### config.mk
export PLATFORM = sky130hd
export DESIGN_NAME = module_register_write_arbiter_flat
export DESIGN_NICKNAME = d
export VERILOG_FILES = /design/src/rtl/module_register_write_arbiter_if.sv /design/src/rtl/module_register_write_arbiter.sv /design/src/flat_wrapper.sv
export SDC_FILE = /design/constraint.sdc
export NUM_CORES = 1
export LEC_CHECK = 0
export CAP_MARGIN = 20
export CORE_ASPECT_RATIO = 1.4
export CORE_MARGIN = 2
export CORE_UTILIZATION = 30
export CTS_CLUSTER_DIAMETER = 50
export DETAILED_ROUTE_END_ITERATION = 10
export PLACE_DENSITY_LB_ADDON = 0.25
export SLEW_MARGIN = 20
export SYNTH_ARGS = -nofsm -noshare
export SYNTH_HDL_FRONTEND = slang
export SYNTH_SLANG_ARGS = --single-unit
### constraint.sdc
create_clock -name clk -period 2 [get_ports clk]
set_input_delay 0.2 -clock clk [delete_from_list [all_inputs] [get_ports clk]]
set_output_delay 0.2 -clock clk [all_outputs]
set_load 0.05 [all_outputs]
### src/rtl/module_register_write_arbiter_if.sv
// ----------------------------------------------------------------------------
// module_register_write_arbiter_if : requester/register-side bundle for the arbiter
// Revision: 1.0
// ----------------------------------------------------------------------------
`default_nettype none

interface module_register_write_arbiter_if #(
  parameter int ANCHO = 8,
  parameter int N_REQ = 4,
  parameter int CNT_W = 16
);
  localparam int IDW = (N_REQ > 1) ? $clog2(N_REQ) : 1;

  logic [N_REQ-1:0]       req;
  logic [N_REQ*ANCHO-1:0] data_in;
  logic [N_REQ-1:0]       ack;
  logic                   reg_we;
  logic [ANCHO-1:0]       reg_data;
  logic [IDW-1:0]         grant_id;
  logic                   busy;
  logic [CNT_W-1:0]       write_count;

  modport master (
    output req, data_in,
    input  ack, reg_we, reg_data, grant_id, busy, write_count
  );

  modport slave (
    input  req, data_in,
    output ack, reg_we, reg_data, grant_id, busy, write_count
  );
endinterface

`default_nettype wire

### src/rtl/module_register_write_arbiter.sv
// ----------------------------------------------------------------------------
// module_register_write_arbiter : round-robin arbiter owning the shared PIPO write port
// Revision: 1.0
// ----------------------------------------------------------------------------
`default_nettype none

module module_register_write_arbiter #(
  parameter int ANCHO = 8,
  parameter int N_REQ = 4,
  parameter int CNT_W = 16
) (
  input  wire logic                        clk,
  input  wire logic                        rst,
  module_register_write_arbiter_if.slave   bus
);
  localparam int IDW = (N_REQ > 1) ? $clog2(N_REQ) : 1;

  typedef enum logic [1:0] {
    S_IDLE  = 2'd0,
    S_WRITE = 2'd1,
    S_ACK   = 2'd2
  } state_t;

  state_t             r_state;
  state_t             w_next_state;
  logic [IDW-1:0]     r_ptr;
  logic [IDW-1:0]     r_grant;
  logic [N_REQ-1:0]   r_ack;
  logic               r_we;
  logic [ANCHO-1:0]   r_reg_data;
  logic               r_busy;
  logic [CNT_W-1:0]   r_cnt;

  logic               w_found;
  logic [IDW-1:0]     w_winner;
  logic [IDW-1:0]     w_idx;
  logic [IDW-1:0]     w_ptr_next;

  // First set request at or after the pointer, wrapping around.
  always_comb begin
    w_found  = 1'b0;
    w_winner = '0;
    w_idx    = '0;
    for (int k = 0; k < N_REQ; k++) begin
      w_idx = IDW'((int'(r_ptr) + k) % N_REQ);
      if (!w_found && bus.req[w_idx]) begin
        w_found  = 1'b1;
        w_winner = w_idx;
      end
    end
  end

  assign w_ptr_next = (r_grant == IDW'(N_REQ - 1)) ? '0 : r_grant + IDW'(1);

  always_comb begin
    w_next_state = r_state;
    case (r_state)
      S_IDLE:  if (w_found) w_next_state = S_WRITE;
      S_WRITE: w_next_state = S_ACK;
      S_ACK:   w_next_state = S_IDLE;
      default: w_next_state = S_IDLE;
    endcase
  end

  always_ff @(posedge clk or posedge rst) begin
    if (rst) begin
      r_state    <= S_IDLE;
      r_ptr      <= '0;
      r_grant    <= '0;
      r_ack      <= '0;
      r_we       <= 1'b0;
      r_reg_data <= '0;
      r_busy     <= 1'b0;
      r_cnt      <= '0;
    end else begin
      r_state <= w_next_state;
      case (r_state)
        S_IDLE: begin
          if (w_found) begin
            r_reg_data <= bus.data_in[int'(w_winner)*ANCHO +: ANCHO];
            r_grant    <= w_winner;
            r_we       <= 1'b1;
            r_busy     <= 1'b1;
          end
        end
        // Outputs are registered one state ahead so they line up with the state.
        S_WRITE: begin
          r_we  <= 1'b0;
          r_ack <= N_REQ'(1) << r_grant;
          r_cnt <= r_cnt + CNT_W'(1);
          r_ptr <= w_ptr_next;
        end
        S_ACK: begin
          r_ack  <= '0;
          r_busy <= 1'b0;
        end
        default: begin
          r_ack  <= '0;
          r_we   <= 1'b0;
          r_busy <= 1'b0;
        end
      endcase
    end
  end

  assign bus.ack         = r_ack;
  assign bus.reg_we      = r_we;
  assign bus.reg_data    = r_reg_data;
  assign bus.grant_id    = r_grant;
  assign bus.busy        = r_busy;
  assign bus.write_count = r_cnt;

endmodule

`default_nettype wire

### src/flat_wrapper.sv
// flat-port wrapper written by rule: the top's interface ports become plain ports
module module_register_write_arbiter_flat 
#(
  parameter int ANCHO = 8,
  parameter int N_REQ = 4,
  parameter int CNT_W = 16
)
  (clk, rst, bus_req, bus_data_in, bus_ack, bus_reg_we, bus_reg_data, bus_grant_id, bus_busy, bus_write_count);
  module_register_write_arbiter_if #(.ANCHO(ANCHO), .N_REQ(N_REQ), .CNT_W(CNT_W)) bus_i ();
  input  wire logic clk;
  input  wire logic rst;
  input wire logic [$bits(bus_i.req)-1:0] bus_req;
  input wire logic [$bits(bus_i.data_in)-1:0] bus_data_in;
  output wire logic [$bits(bus_i.ack)-1:0] bus_ack;
  output wire logic [$bits(bus_i.reg_we)-1:0] bus_reg_we;
  output wire logic [$bits(bus_i.reg_data)-1:0] bus_reg_data;
  output wire logic [$bits(bus_i.grant_id)-1:0] bus_grant_id;
  output wire logic [$bits(bus_i.busy)-1:0] bus_busy;
  output wire logic [$bits(bus_i.write_count)-1:0] bus_write_count;
  assign bus_i.req = bus_req;
  assign bus_i.data_in = bus_data_in;
  assign bus_ack = bus_i.ack;
  assign bus_reg_we = bus_i.reg_we;
  assign bus_reg_data = bus_i.reg_data;
  assign bus_grant_id = bus_i.grant_id;
  assign bus_busy = bus_i.busy;
  assign bus_write_count = bus_i.write_count;
  module_register_write_arbiter #(.ANCHO(ANCHO), .N_REQ(N_REQ), .CNT_W(CNT_W)) u_core (.clk(clk), .rst(rst), .bus(bus_i));
endmodule
### Word-level counts from Yosys, hierarchy flattened

Index checks and enable logic that the tools add are counted.

* register bits: 36
* latch bits: 0
* bits in writable memories: 0
* ROM bits: 0
* input bits: 38
* output and inout port bits: 32
* word-level logic and storage cells: 58
* memories: 0

* add/sub/neg operators: 5
* multiply operators: 0
* divide/modulo/power cells: 0
* order comparisons: 4
* eq/ne operators: 4
* shift operators: 2
* muxes and demuxes: 23
* bitwise gates (word level): 2
* reduce and logical (&&, ||, !) cells: 10

Operators by type and width (number)
* $shiftx 32x6->8: 1
* $add 16x1->16 const B: 1
* $lt 2x3->1 const B: 4
* $mux 2: 6
* $mux 1: 9
* $bmux 1 s2: 4
* $pmux 4 s2: 1
* $reduce_and 2->1: 3
* $add 2x1->2 const B: 2
* $add 2x2->2 const B: 2
* $eq 2x2->1 const B: 2
* $pmux 1 s2: 2
* $pmux 2 s2: 1
* $shl 1x2->4 const A: 1
* $logic_and 1x1->1: 3
* $logic_not 1->1: 3
* $eq 2x1->1 const B: 1
* $logic_not 2->1: 1
* $ne 2x1->1 const B: 1
* $not 1->1: 2

### Logic depth before layout (Yosys ltp)

* word-level depth: 14
* gate-level depth with buffers: 7
* depth with buffers taken out: 6

### Least setup slack after synthesis

Ideal clock, no wire load.

* path kind: reg2reg
* start: register u_core.r_cnt[0] (netlist: u_core.bus.write_count[0])
* end: register u_core.r_cnt[10] (netlist: u_core.bus.write_count[10])
* setup time: 142 ps
* arrival: 1678 ps
* required time: 1858 ps
* path slack: 181 ps
* stages on the path, launching flop included: 7
* path buffers: 0
* clock period less this slack: 1819 ps
* path through: dfrtp_1 -> ha_1 -> nand2_1 -> nor3_1 -> and2_1 -> nand2_1 -> xnor2_1

* longest elaborated chain between the ends: 1

RTL lines
* start, declared: line module_register_write_arbiter.sv:32 `logic [CNT_W-1:0] r_cnt;`
* start signal, assigned: line module_register_write_arbiter.sv:90 `r_cnt <= r_cnt + CNT_W'(1);`
* $add 16x1->16: line module_register_write_arbiter.sv:90

No other way between the ends.
A chain may end at the register's enable or synchronous reset.

### Worst setup path in the final report

* start: register u_core.r_cnt[6] (netlist: u_core.bus.write_count[6])
* end: output port bus_write_count[6]

RTL lines
* end, declared: line flat_wrapper.sv:19 `output wire logic [$bits(bus_i.write_count)-1:0] bus_write_count;`

No word-level cell between the ends.

==> impl_metrics.json <==
{
  "fin_hold_ws_ns": 0.316,
  "finalCriticalPeriod_ns": 1.75,
  "r2r_end": "u_core.bus.write_count[13]$_DFFE_PP0P_",
  "area_growth_syn_to_layout_pct": 49.4,
  "grt_pass1_wl_mm": 6.39,
  "die_h_um": 94.8,
  "worstPathRequired_ns": 1.80,
  "clock_latency_ns": 0.29,
  "hp-class": "in2async",
  "hold_viol": 0,
  "yosys_warnings": 0,
  "vias_per_cell": 4.60,
  "cts_resized": 0,
  "antenna_found_initial": 0,
  "slew_headroom_pct": 65.0,
  "io_pins": 70,
  "num-fill-cells": 575,
  "io_buffers": 69,
  "cts_buffers": 5,
  "setup_tns_ns": 0,
  "num_antenna_cells": 0,
  "r2r_cells": 5,
  "grt_max_degree": 37,
  "drv_cap": 0,
  "grtUsageTotal_pct": 13.3,
  "worst_slew_pin_slew_ns": 0.523,
  "final_cell_mix": "69 x clkdlybuf4s50_1, 36 x dfrtp_1, 23 x nand2_1, 21 x mux2i_1, 12 x nor2_1",
  "h-tree-depth": 2,
  "ys_seq_area_share_pct": 51.0,
  "fin_crit_sh_pct": 87.6,
  "timing.rr.start": "u_core.r_state[1]$_DFFE_PP0P_",
  "ys.flop_type": "dfrtp_1",
  "drc_errors": 0,
  "rsz0062_at_grt": "no",
  "drt-initial-drc-count": 13,
  "num_vias": 1418,
  "clkTransAtPathRegs_ns": 0.07,
  "synth_fp_nets": 204,
  "cp.arrival_ns": 1.55,
  "cts.path.max_buffers": 2,
  "synth-edff-count": 0,
  "hold_buffers": 0,
  "finalSetupViolCount": 0,
  "core_um2": 5780,
  "layout.nets": 280,
  "place.gp.congestion": 0.684,
  "grt_pass1_vias": 1406,
  "regToRegSetupSlack_ns": 0.30,
  "max_freq_mhz": 571,
  "ys_ff_latch": 36,
  "status": "completed",
  "power.density_nw_per_um2": 1460,
  "synthCells": 161,
  "cts_setup_buffers": 0,
  "slew_viol_final": 0,
  "synth_area_um2": 1770,
  "cts_tree": "built",
  "rows": 33,
  "crit_chain": "clkdlybuf4s50_1",
  "critPathSlowestCell": "clkdlybuf4s50_1",
  "cts_sinks": 36,
  "path_buf_inv": 1,
  "path_delay_family": "buffers and inverters",
  "skew_ns": 0.00686,
  "grt_overflow_total": 0,
  "worst_setup_path_end_kind": "output pin",
  "async_reset_ff_share_pct": 100,
  "die_w_um": 68.9,
  "dieArea_um2": 6530,
  "dr.pass1.iters": 4,
  "cellLeakagePower_uw": 0.00120,
  "start_kind": "register",
  "dp_hpwl_mm": 3.09,
  "slowest_delay_ns": 0.84,
  "irDropWorstVdd_uv": 971,
  "detail-route-antenna-nets": 0,
  "ys_types": 29,
  "path_class": "reg2out",
  "cts-root-buf": "clkbuf_8",
  "drt-wirelength-per-cell_um": 13.5,
  "start_util_pct": 30.6,
  "routed_wl_mm": 4.15,
  "path_max_fanout": 5,
  "drive_gt1_share_pct": 7.56,
  "final_common_cell": "clkdlybuf4s50_1",
  "avgSynthCellArea_um2": 11.0
}
-- where the power goes --
group	internal (uW)	leakage (uW)	switching, uW	total, uW
logic	827	0.000686	1300	2120
registers	983	0.000460	216	1200
clock network	275	0.0000510	255	530
total	2080	0.00120	1770	3850
-- synthesized netlist by cell type, types with 3 or more instances --
library cell / count / area (um2)
xnor2_1: 7 / 61.3
o221ai_1: 8 / 70.1
nand3_1: 3 / 15.0
o21ai_0: 5 / 25.0
xor2_1: 8 / 70.1
inv_1: 7 / 26.3
mux2i_1: 21 / 210
nor2_1: 12 / 45.0
nand2_1: 23 / 86.3
and3_1: 3 / 18.8
ha_1: 5 / 62.6
a21oi_1: 3 / 15.0
dfrtp_1: 36 / 901
-- state kept, by name, indices dropped and copies added, names as in the netlist --
signal                  flops
u_core.bus.reg_we           1
u_core.bus.reg_data         8
u_core.bus.busy             1
u_core.bus.write_count     16
u_core.bus.ack              4
u_core.r_state              2
u_core.r_ptr                2
u_core.bus.grant_id         2
-- how the worst max path moves through the flow --
| stage | from | endpoint | depth (start not counted) |
|---|---|---|---|
| finish | u_core.bus.write_count[6]$_DFFE_PP0P_ | bus_write_count[6] | 1 |
| global route | u_core.r_state[1]$_DFFE_PP0P_ | u_core.bus.write_count[15]$_DFFE_PP0P_ | 5 |
| CTS | u_core.bus.write_count[6]$_DFFE_PP0P_ | bus_write_count[6] | 1 |
| detailed placement | bus_req[0] | u_core.bus.reg_data[5]$_DFFE_PP0P_ | 5 |
| global placement | bus_req[0] | u_core.bus.reg_data[1]$_DFFE_PP0P_ | 7 |
| floorplan | u_core.bus.write_count[0]$_DFFE_PP0P_ | u_core.bus.write_count[10]$_DFFE_PP0P_ | 6 |
-- stage by stage --
stage	instance area (um2)	worst slack [ns]	total power (uW)	util, %	std cells
floorplan	1770	0.181	2670	-	161
global placement	2550	0.142	3350	44.1	300
detailed placement	2550	0.0776	3360	44.1	300
CTS	2640	0.229	3920	45.7	308
global route	2640	0.0748	4130	45.7	308
finish	2640	0.248	3850	45.7	308
-- final cells by class --
type	instances	area [um2]	area share (%)
sequential	36	901	34.1
tap	70	87.6	3.32
timing repair buffer	75	748	28.3
clock buffer	6	82.6	3.13
multi-input combinational	112	786	29.7
inverter	7	26.3	0.995
clock inverter	2	10.0	0.379
-- cells by family after synthesis --
family | Yosys count | share of synthesized area [%]
flip-flops | 36 | 51.0
multiplexers | 23 | 13.2
adder cells (fa/ha/maj) | 5 | 3.54
AND/OR/NAND/NOR | 51 | 13.3
AO/OA/AOI/OAI | 18 | 7.01
buffers and inverters | 13 | 4.60
XOR/XNOR | 15 | 7.43
-- routing by layer --
metal | wire length, um | up-vias | global-route usage, % | part of all wire [%]
met2 | 1830 | 63 | 21.7 | 44
met1 | 1720 | 651 | 14.9 | 41
li1 | - | 699 | - | -
met4 | 74 | 0 | 6.37 | 1.8
met3 | 532 | 5 | 5.24 | 13
met5 | 0 | - | 0 | 0
(Power assumes the default switching activity.)
